$ cat src/rtl/axi_write_arbiter_if.sv
// AXI-lite write channels (AW/W/B) between the arbiter and its single slave.
interface axi_write_arbiter_if #(
    parameter int ADDR_WIDTH = 32,
    parameter int DATA_WIDTH = 32
);
    logic [ADDR_WIDTH-1:0]   AWADDR;
    logic                    AWVALID;
    logic                    AWREADY;
    logic [DATA_WIDTH-1:0]   WDATA;
    logic [DATA_WIDTH/8-1:0] WSTRB;
    logic                    WVALID;
    logic                    WREADY;
    logic                    BRESP;
    logic                    BVALID;
    logic                    BREADY;

    modport master (
        output AWADDR, AWVALID, WDATA, WSTRB, WVALID, BREADY,
        input  AWREADY, WREADY, BRESP, BVALID
    );

    modport slave (
        input  AWADDR, AWVALID, WDATA, WSTRB, WVALID, BREADY,
        output AWREADY, WREADY, BRESP, BVALID
    );
endinterface

$ cat src/rtl/axi_write_arbiter.sv
// Two-requester round-robin front end for a single AXI-lite write slave.
// One write in flight; illegal addresses are answered locally with an error.
module axi_write_arbiter #(
    parameter int ADDR_WIDTH    = 32,
    parameter int DATA_WIDTH    = 32,
    parameter int ADDR_LIMIT    = 16,
    parameter int ERR_CNT_WIDTH = 8
) (
    input  logic                      ACLK,
    input  logic                      ARESET,
    input  logic                      req0_valid,
    input  logic [ADDR_WIDTH-1:0]     req0_addr,
    input  logic [DATA_WIDTH-1:0]     req0_data,
    input  logic [DATA_WIDTH/8-1:0]   req0_strb,
    output logic                      req0_ready,
    output logic                      req0_done,
    output logic                      req0_resp,
    input  logic                      req1_valid,
    input  logic [ADDR_WIDTH-1:0]     req1_addr,
    input  logic [DATA_WIDTH-1:0]     req1_data,
    input  logic [DATA_WIDTH/8-1:0]   req1_strb,
    output logic                      req1_ready,
    output logic                      req1_done,
    output logic                      req1_resp,
    axi_write_arbiter_if.master       axi,
    output logic                      busy,
    output logic [ERR_CNT_WIDTH-1:0]  err_count
);
    localparam int STRB_WIDTH = DATA_WIDTH / 8;
    localparam logic [ADDR_WIDTH-1:0] MAX_ADDR = ADDR_WIDTH'(ADDR_LIMIT - STRB_WIDTH);

    typedef enum logic [1:0] {IDLE, XFER, RESP, REJECT} state_t;

    typedef struct packed {
        logic [ADDR_WIDTH-1:0] addr;
        logic [DATA_WIDTH-1:0] data;
        logic [STRB_WIDTH-1:0] strb;
    } req_t;

    state_t     state, state_nxt;
    req_t [1:0] req;
    req_t       win_req;
    logic [1:0] req_valid, ready, done_q, resp_q;
    logic       prio, win_id, lat_id;
    logic       accept, legal, aw_done, w_done, err_inc;

    assign req_valid = {req1_valid, req0_valid};
    assign req[0]    = {req0_addr, req0_data, req0_strb};
    assign req[1]    = {req1_addr, req1_data, req1_strb};

    // Contention is settled by prio; a lone requester always wins.
    assign win_id  = (&req_valid) ? prio : req_valid[1];
    assign win_req = req[win_id];
    assign accept  = (state == IDLE) && (|req_valid);
    assign legal   = (win_req.addr <= MAX_ADDR);
    assign ready   = accept ? (win_id ? 2'b10 : 2'b01) : 2'b00;

    assign req0_ready = ready[0];
    assign req1_ready = ready[1];
    assign req0_done  = done_q[0];
    assign req1_done  = done_q[1];
    assign req0_resp  = resp_q[0];
    assign req1_resp  = resp_q[1];
    assign busy       = (state != IDLE);

    // A channel counts as finished if already idle or handshaking this edge.
    assign aw_done = !axi.AWVALID || axi.AWREADY;
    assign w_done  = !axi.WVALID  || axi.WREADY;
    assign err_inc = (state == REJECT) || (state == RESP && axi.BVALID && axi.BRESP);

    always_ff @(posedge ACLK or negedge ARESET) begin
        if (!ARESET) state <= IDLE;
        else         state <= state_nxt;
    end

    always_comb begin
        state_nxt = state;
        case (state)
            IDLE:   if (accept) state_nxt = legal ? XFER : REJECT;
            XFER:   if (aw_done && w_done) state_nxt = RESP;
            RESP:   if (axi.BVALID) state_nxt = IDLE;
            REJECT: state_nxt = IDLE;
        endcase
    end

    always_ff @(posedge ACLK or negedge ARESET) begin
        if (!ARESET) begin
            prio        <= 1'b0;
            lat_id      <= 1'b0;
            axi.AWADDR  <= '0;
            axi.AWVALID <= 1'b0;
            axi.WDATA   <= '0;
            axi.WSTRB   <= '0;
            axi.WVALID  <= 1'b0;
            axi.BREADY  <= 1'b0;
            done_q      <= '0;
            resp_q      <= '0;
            err_count   <= '0;
        end else begin
            done_q <= '0;
            resp_q <= '0;
            case (state)
                IDLE: if (accept) begin
                    lat_id <= win_id;
                    prio   <= ~win_id;
                    if (legal) begin
                        axi.AWADDR  <= win_req.addr;
                        axi.WDATA   <= win_req.data;
                        axi.WSTRB   <= win_req.strb;
                        axi.AWVALID <= 1'b1;
                        axi.WVALID  <= 1'b1;
                    end
                end
                XFER: begin
                    if (axi.AWVALID && axi.AWREADY) axi.AWVALID <= 1'b0;
                    if (axi.WVALID && axi.WREADY)   axi.WVALID  <= 1'b0;
                    if (aw_done && w_done)          axi.BREADY  <= 1'b1;
                end
                RESP: if (axi.BVALID) begin
                    axi.BREADY     <= 1'b0;
                    done_q[lat_id] <= 1'b1;
                    resp_q[lat_id] <= axi.BRESP;
                end
                REJECT: begin
                    done_q[lat_id] <= 1'b1;
                    resp_q[lat_id] <= 1'b1;
                end
            endcase
            if (err_inc && err_count != '1)
                err_count <= err_count + ERR_CNT_WIDTH'(1);
        end
    end
endmodule

$ cat src/flat_wrapper.sv
// flat-port wrapper written by rule: the top's interface ports become plain ports
module axi_write_arbiter_flat 
#(
    parameter int ADDR_WIDTH    = 32,
    parameter int DATA_WIDTH    = 32,
    parameter int ADDR_LIMIT    = 16,
    parameter int ERR_CNT_WIDTH = 8
)
  (ACLK, ARESET, req0_valid, req0_addr, req0_data, req0_strb, req0_ready, req0_done, req0_resp, req1_valid, req1_addr, req1_data, req1_strb, req1_ready, req1_done, req1_resp, busy, err_count, axi_AWADDR, axi_AWVALID, axi_WDATA, axi_WSTRB, axi_WVALID, axi_BREADY, axi_AWREADY, axi_WREADY, axi_BRESP, axi_BVALID);
  axi_write_arbiter_if #(.ADDR_WIDTH(ADDR_WIDTH), .DATA_WIDTH(DATA_WIDTH)) axi_i ();
  input  logic ACLK;
  input  logic ARESET;
  input  logic req0_valid;
  input  logic [ADDR_WIDTH-1:0] req0_addr;
  input  logic [DATA_WIDTH-1:0] req0_data;
  input  logic [DATA_WIDTH/8-1:0] req0_strb;
  output logic req0_ready;
  output logic req0_done;
  output logic req0_resp;
  input  logic req1_valid;
  input  logic [ADDR_WIDTH-1:0] req1_addr;
  input  logic [DATA_WIDTH-1:0] req1_data;
  input  logic [DATA_WIDTH/8-1:0] req1_strb;
  output logic req1_ready;
  output logic req1_done;
  output logic req1_resp;
  output logic busy;
  output logic [ERR_CNT_WIDTH-1:0] err_count;
  output wire logic [$bits(axi_i.AWADDR)-1:0] axi_AWADDR;
  output wire logic [$bits(axi_i.AWVALID)-1:0] axi_AWVALID;
  output wire logic [$bits(axi_i.WDATA)-1:0] axi_WDATA;
  output wire logic [$bits(axi_i.WSTRB)-1:0] axi_WSTRB;
  output wire logic [$bits(axi_i.WVALID)-1:0] axi_WVALID;
  output wire logic [$bits(axi_i.BREADY)-1:0] axi_BREADY;
  input wire logic [$bits(axi_i.AWREADY)-1:0] axi_AWREADY;
  input wire logic [$bits(axi_i.WREADY)-1:0] axi_WREADY;
  input wire logic [$bits(axi_i.BRESP)-1:0] axi_BRESP;
  input wire logic [$bits(axi_i.BVALID)-1:0] axi_BVALID;
  assign axi_AWADDR = axi_i.AWADDR;
  assign axi_AWVALID = axi_i.AWVALID;
  assign axi_WDATA = axi_i.WDATA;
  assign axi_WSTRB = axi_i.WSTRB;
  assign axi_WVALID = axi_i.WVALID;
  assign axi_BREADY = axi_i.BREADY;
  assign axi_i.AWREADY = axi_AWREADY;
  assign axi_i.WREADY = axi_WREADY;
  assign axi_i.BRESP = axi_BRESP;
  assign axi_i.BVALID = axi_BVALID;
  axi_write_arbiter #(.ADDR_WIDTH(ADDR_WIDTH), .DATA_WIDTH(DATA_WIDTH), .ADDR_LIMIT(ADDR_LIMIT), .ERR_CNT_WIDTH(ERR_CNT_WIDTH)) u_core (.ACLK(ACLK), .ARESET(ARESET), .req0_valid(req0_valid), .req0_addr(req0_addr), .req0_data(req0_data), .req0_strb(req0_strb), .req0_ready(req0_ready), .req0_done(req0_done), .req0_resp(req0_resp), .req1_valid(req1_valid), .req1_addr(req1_addr), .req1_data(req1_data), .req1_strb(req1_strb), .req1_ready(req1_ready), .req1_done(req1_done), .req1_resp(req1_resp), .axi(axi_i), .busy(busy), .err_count(err_count));
endmodule
$ cat config.mk
export PLATFORM = sky130hd
export DESIGN_NAME = axi_write_arbiter_flat
export DESIGN_NICKNAME = d
export VERILOG_FILES = /design/src/rtl/axi_write_arbiter_if.sv /design/src/rtl/axi_write_arbiter.sv /design/src/flat_wrapper.sv
export SDC_FILE = /design/constraint.sdc
export NUM_CORES = 1
export LEC_CHECK = 0
export BUFFER_PORTS_ARGS = -buffer_cell sky130_fd_sc_hd__buf_2
export CAP_MARGIN = 10
export CORE_ASPECT_RATIO = 1.2
export CORE_MARGIN = 1
export CORE_UTILIZATION = 36
export CTS_BUF_LIST = sky130_fd_sc_hd__clkbuf_4
export CTS_CLUSTER_SIZE = 30
export DETAILED_ROUTE_END_ITERATION = 8
export GPL_TIMING_DRIVEN = 0
export PLACE_DENSITY = 0.68
export SLEW_MARGIN = 20
export SYNTH_ARGS = -nofsm -noshare
export SYNTH_HDL_FRONTEND = slang
export SYNTH_SLANG_ARGS = --single-unit
$ cat constraint.sdc
create_clock -name ACLK -period 2.25 [get_ports ACLK]
set_input_delay 0.1125 -clock ACLK [delete_from_list [all_inputs] [get_ports ACLK]]
set_output_delay 0.1125 -clock ACLK [all_outputs]
set_load 0.02 [all_outputs]
=== Word level (Yosys, flattened, before mapping) ===
Cells that the tools add are included.

* $add $sub $neg: 1
* Order comparisons: 4
* Equality and inequality tests: 10
* Multiplexer cells: 25
* Bitwise operators: 2
* Reductions and logical operators: 25

{| class="wikitable"
|+ Operators by type and width
! kind !! count
|-
| $mux 68 || 2
|-
| $le 32x4->1 const B || 1
|-
| $mux 2 || 8
|-
| $ne 2x1->1 const B || 5
|-
| $reduce_and 3->1 || 3
|-
| $add 8x1->8 const B || 1
|-
| $logic_and 1x1->1 || 8
|-
| $mux 1 || 8
|-
| $ne 8x8->1 const B || 1
|-
| $pmux 2 s2 || 2
|-
| $pmux 2 s4 || 1
|-
| $reduce_and 4->1 || 2
|-
| $pmux 1 s2 || 3
|-
| $reduce_bool 2->1 || 3
|-
| $eq 2x2->1 const B || 2
|-
| $lt 1x2->1 const B || 2
|-
| $reduce_and 2->1 || 2
|-
| $logic_or 1x1->1 || 3
|-
| $and 2x2->2 || 1
|-
| $eq 2x1->1 const B || 1
|-
| $logic_not 1->1 || 2
|-
| $logic_not 2->1 || 1
|-
| $ne 2x2->1 const B || 1
|-
| $reduce_or 2->1 || 1
|-
| other kinds (3) || 3
|}

* Flip-flop bits (word level): 87
* Bits of input ports: 144
* Output and inout port bits: 86
* Logic and storage cells: 79

=== Depth between registers and ports, before layout ===
* Depth in word-level cells: 8
* Mapped depth: 6
* Depth with buffers taken out: 6

=== Worst setup path before layout ===
No wires, ideal clock.

* Kind: register -> register
* Start: register u_core.state[0]
* End: register u_core.axi.AWADDR[0]
* Library setup time: 0.125 ns
* Data arrival time: 1.825 ns
* Required time: 2.125 ns
* Slack: 0.300 ns
* Cell stages (with the launch flop): 7
* Path buffers: 1
* Clock period less this slack: 1.950 ns
* Cell sequence: dfrtp_1 or2_1 or2_4 nor2b_4 a22oi_4 buf_6 mux2_4

* Longest elaborated chain between the ends: 3

{| class="wikitable"
|+ RTL lines
! what !! RTL line !! text
|-
| start, declared || axi_write_arbiter.sv:40 || <nowiki>state_t state, state_nxt;</nowiki>
|-
| start signal, assigned || axi_write_arbiter.sv:73 || <nowiki>else state <= state_nxt;</nowiki>
|-
| $logic_not 2->1 * || axi_write_arbiter.sv:54, axi_write_arbiter.sv:102 ||
|-
| $logic_and 1x1->1 || axi_write_arbiter.sv:54 || <nowiki>assign accept = (state == IDLE) && (|req_valid);</nowiki>
|-
| $reduce_and 3->1 (no source line) * || -- ||
|-
| end signal, assigned || axi_write_arbiter.sv:107 || <nowiki>axi.AWADDR <= win_req.addr;</nowiki>
|-
| end, declared || axi_write_arbiter_if.sv:18 || <nowiki>output AWADDR, AWVALID, WDATA, WSTRB, WVALID, BREADY,</nowiki>
|}

Every way passes the cells marked *; elsewhere a longest branch is shown, timed or not.
A chain may end at the register's enable or synchronous reset.

=== Worst setup path after layout ===
* Start: input req0_valid
* End: register u_core.axi.WDATA[28]

* Longest elaborated chain between the ends: 6
* Elaborated cells between the ends (all ways): 8
* Classes of those cells: 1 x order compare; 3 x mux; 4 x reduce/logical

{| class="wikitable"
|+ RTL lines
! what !! RTL line !! text
|-
| start, declared || flat_wrapper.sv:13 || <nowiki>input logic req0_valid;</nowiki>
|-
| $reduce_and 2->1 || axi_write_arbiter.sv:52 || <nowiki>assign win_id = (&req_valid) ? prio : req_valid[1];</nowiki>
|-
| $mux 1 || axi_write_arbiter.sv:52 ||
|-
| $mux 68 (not written as such) (2 in a row) || axi_write_arbiter.sv:53 || <nowiki>assign win_req = req[win_id];</nowiki>
|-
| $le 32x4->1 || axi_write_arbiter.sv:55 || <nowiki>assign legal = (win_req.addr <= MAX_ADDR);</nowiki>
|-
| $reduce_and 3->1 (no source line) || -- ||
|-
| end signal, assigned || axi_write_arbiter.sv:108 || <nowiki>axi.WDATA <= win_req.data;</nowiki>
|-
| end, declared || axi_write_arbiter_if.sv:18 ||
|}

Parallel ways exist; a longest one is shown, timed or not. The select of a mux whose other input is x is not followed.

==> results.toml <==
[status]
status = "complete, but fails checks"
violations = "design-rule violations"

[global_routing]
grt_use_total_pct = 19.4
gr-total-overflow = 0
antenna_found_initial = 1
grt_start_max_net_pins = 48
grt_pass1_wl_um = 17400
grt_pass1_vias = 3450

[timing]
fin_crit_sh_pct = 95.5
max_freq_ghz = 0.465
setup_slack_ns = 0.100
setup_viol_count_final = 0
min_period_ns = 2.15
final_hold_viol_count = 0
max-slew-margin-rel_pct = 61.9
slew_violations = 0
rsz0062_at_grt = "no"
max_slew.worst_pin.slew_ns = 0.572
skew_ns = 0.0276
setup-tns-final_ns = 0

[clock_network]
cts-root-buf = "clkbuf_4"
cts-htree-levels = 3
numCtsBuffers = 9
clock_latency_ns = 0.43
cts_sinks = 87
ctsLongestPathBuffers = 2
path_clk_slew_ns = 0.15
cts_tree = "yes"

[setup_path]
required_ns = 2.56
rr_worst_depth = 4
arrival_ns = 2.46
crit_fanout = 10
critPathCaptureType = "flop"
critical_path_class = "in2reg"
critPathLaunchType = "primary input"

[cells_and_area]
finalNonFillerCells = 698
nFillCells = 931
area.growth.synth_to_final_pct = 45.8
drive_gt1_share_pct = 59.5
nNetsFinal = 709

[synthesis]
syn-cell-area_um2 = 3990
syn_area_per_cell_um2 = 14.0
ys_seq_area_share_pct = 54.5
yosys-top-cells-area = "dfrtp_1 (55%), mux2_4 (15%), mux2_2 (12%)"
async_flop_share_pct = 100
yosysTopAreaCellShare_pct = 54.5
synth-edff-count = 0
synth_nets = 430
synth_seq_cells = 87
yosys_warnings = 0
synth_ff_type = "dfrtp_1"
syn-instance-count = 285
yosys-top-cells-count = "dfrtp_1 (87), mux2_2 (41), mux2_4 (40)"
ys_types = 34
yosys.area.top_type = "dfrtp_1"
yosysMostFrequentCell = "dfrtp_1"

[routing]
drc_errors = 40
vias_per_cell = 4.80
first_pass_iters = 8
postRouteAntennaNets = 0
dr_total_vias = 3350
finalWirelength_um = 11100
dr.first_iter.drc_count = 110
wl_per_cell_um = 15.9

[placed_design]
dp.cells = 644
io_buffers = 229
post-place-ws_ns = 0.0939
hpwl_um = 8020
place_congestion = 0.854

[pwr]
ir_worst_vdd_v = 0.000444
powerDensity_nw_per_um2 = 615
p_leak_nw = 3.32

[floorplanning]
initial_core_util_pct = 37.4
ios = 230
coreArea_um2 = 10700
die_area_um2 = 11500
die_w_um = 98.1
rows = 41
die_h_um = 117

[job]
drv_cap = 0

[hold_path]
hp-class = "in2reg"
hold_path_depth = 3
[state kept, by name, summed over array words and instances, names as in the netlist, 2 cells and up]
register           count
u_core.axi.WDATA      32
u_core.err_count       8
u_core.axi.AWADDR     32
u_core.done_q          2
u_core.state           2
u_core.resp_q          2
u_core.axi.WSTRB       4
[final cells by class]
class / count / area (um^2) / area share, %
flip-flops and latches: 87 / 2180 / 37.4
multi-input cells: 182 / 1720 / 29.6
repair buffers: 268 / 1560 / 26.7
well taps: 129 / 161 / 2.77
clock buffers: 10 / 75.1 / 1.29
plain buffers: 11 / 73.8 / 1.27
clock inverters: 5 / 33.8 / 0.580
inverters: 5 / 18.8 / 0.322
diodes: 1 / 2.50 / 0.0430
[worst max-delay path: stages]
cell and delay, ns:
dlygate4sd3_1 0.54, buf_2 0.13, inv_1 0.05, o21ai_2 0.46, clkbuf_1 0.49, mux2_2 0.40, mux2_4 0.27
[kinds of logic after synthesis]
kind of cell	count (synthesis)	synth area share, %
XOR/XNOR	7	1.54
adder cells (fa/ha/maj)	1	0.313
multiplexers	81	26.6
buffers and inverters	16	2.29
AO/OA/AOI/OAI	15	3.13
AND/OR/NAND/NOR	78	11.6
flip-flops	87	54.5
[through the flow]
step           instance area (um^2)  util, %  hold slack [ns]  total power, mW
3_5_place_dp                   5330     50.0            0.147             2.80
6_report                       5820     54.6           0.0379             3.58
2_1_floorplan                  3990        -           -0.183             2.41
5_1_grt                        5820     54.5         -0.00609             3.81
4_1_cts                        5700     53.4         0.000536             3.62
3_3_place_gp                   5300     49.7            0.364             2.76
[worst paths after layout]
path / slack, ns / end / startpoint
min in group asynchronous: 0.21 / u_core.axi.WDATA[21] / ARESET
worst min register to register: 0.50 / u_core.axi.AWADDR[9] / u_core.axi.AWADDR[9]
worst max register to register: 0.12 / u_core.axi.WDATA[28] / u_core.prio
max in group asynchronous: 1.41 / u_core.axi.AWADDR[25] / ARESET
worst min-delay path: 0.04 / u_core.axi.WDATA[4] / req1_data[4]
worst max-delay path: 0.10 / u_core.axi.WDATA[28] / req0_valid
[where the power goes]
part	total, mW	internal [mW]	switching (mW)
logic	1.02	0.500	0.525
registers	1.80	1.69	0.118
clock network	0.754	0.234	0.520
[per-layer routing]
layer  vias to the layer above  wire length (um)  track usage (%)  share of wire (%)
met1                      1618              4330             21.9                 39
li1                       1564                 -                -                  -
met4                         0               279             8.49                2.5
met3                        22               720             4.83                6.5
met5                         -                 0                0                  0
met2                       146              5780             34.5                 52
[cells in the final DEF, fill, tap and decap left out, drive strengths merged]
master / count
buf: 235
dfrtp: 87
mux2: 81
dlygate4sd3: 38
and2: 30
clkbuf: 16
nor4: 14
nand2: 9
nor2: 7
nand4: 6
xnor2: 6
inv: 6
o21ai: 4
nor3: 3
a21oi: 3
o211ai: 2
nand3: 2
a21o: 2
clkinv: 2
clkinvlp: 2
or2: 2
nor2b: 2
diode: 1
nor3b: 1
a22oi: 1
and4: 1
a311oi: 1
and3: 1
xor2: 1
a2111o: 1
o31a: 1
ha: 1
[what timing repair did]
| item | 4_1_cts | 5_1_grt |
|---|---|---|
| hold buffers | 26 | 12 |
| hold endpoints to repair | 58 | 8 |
| resized for setup | 0 | 2 |
| setup buffers | 0 | 0 |
| endpoints found under the setup margin | 0 | 2 |
(Power assumes the default switching activity.)
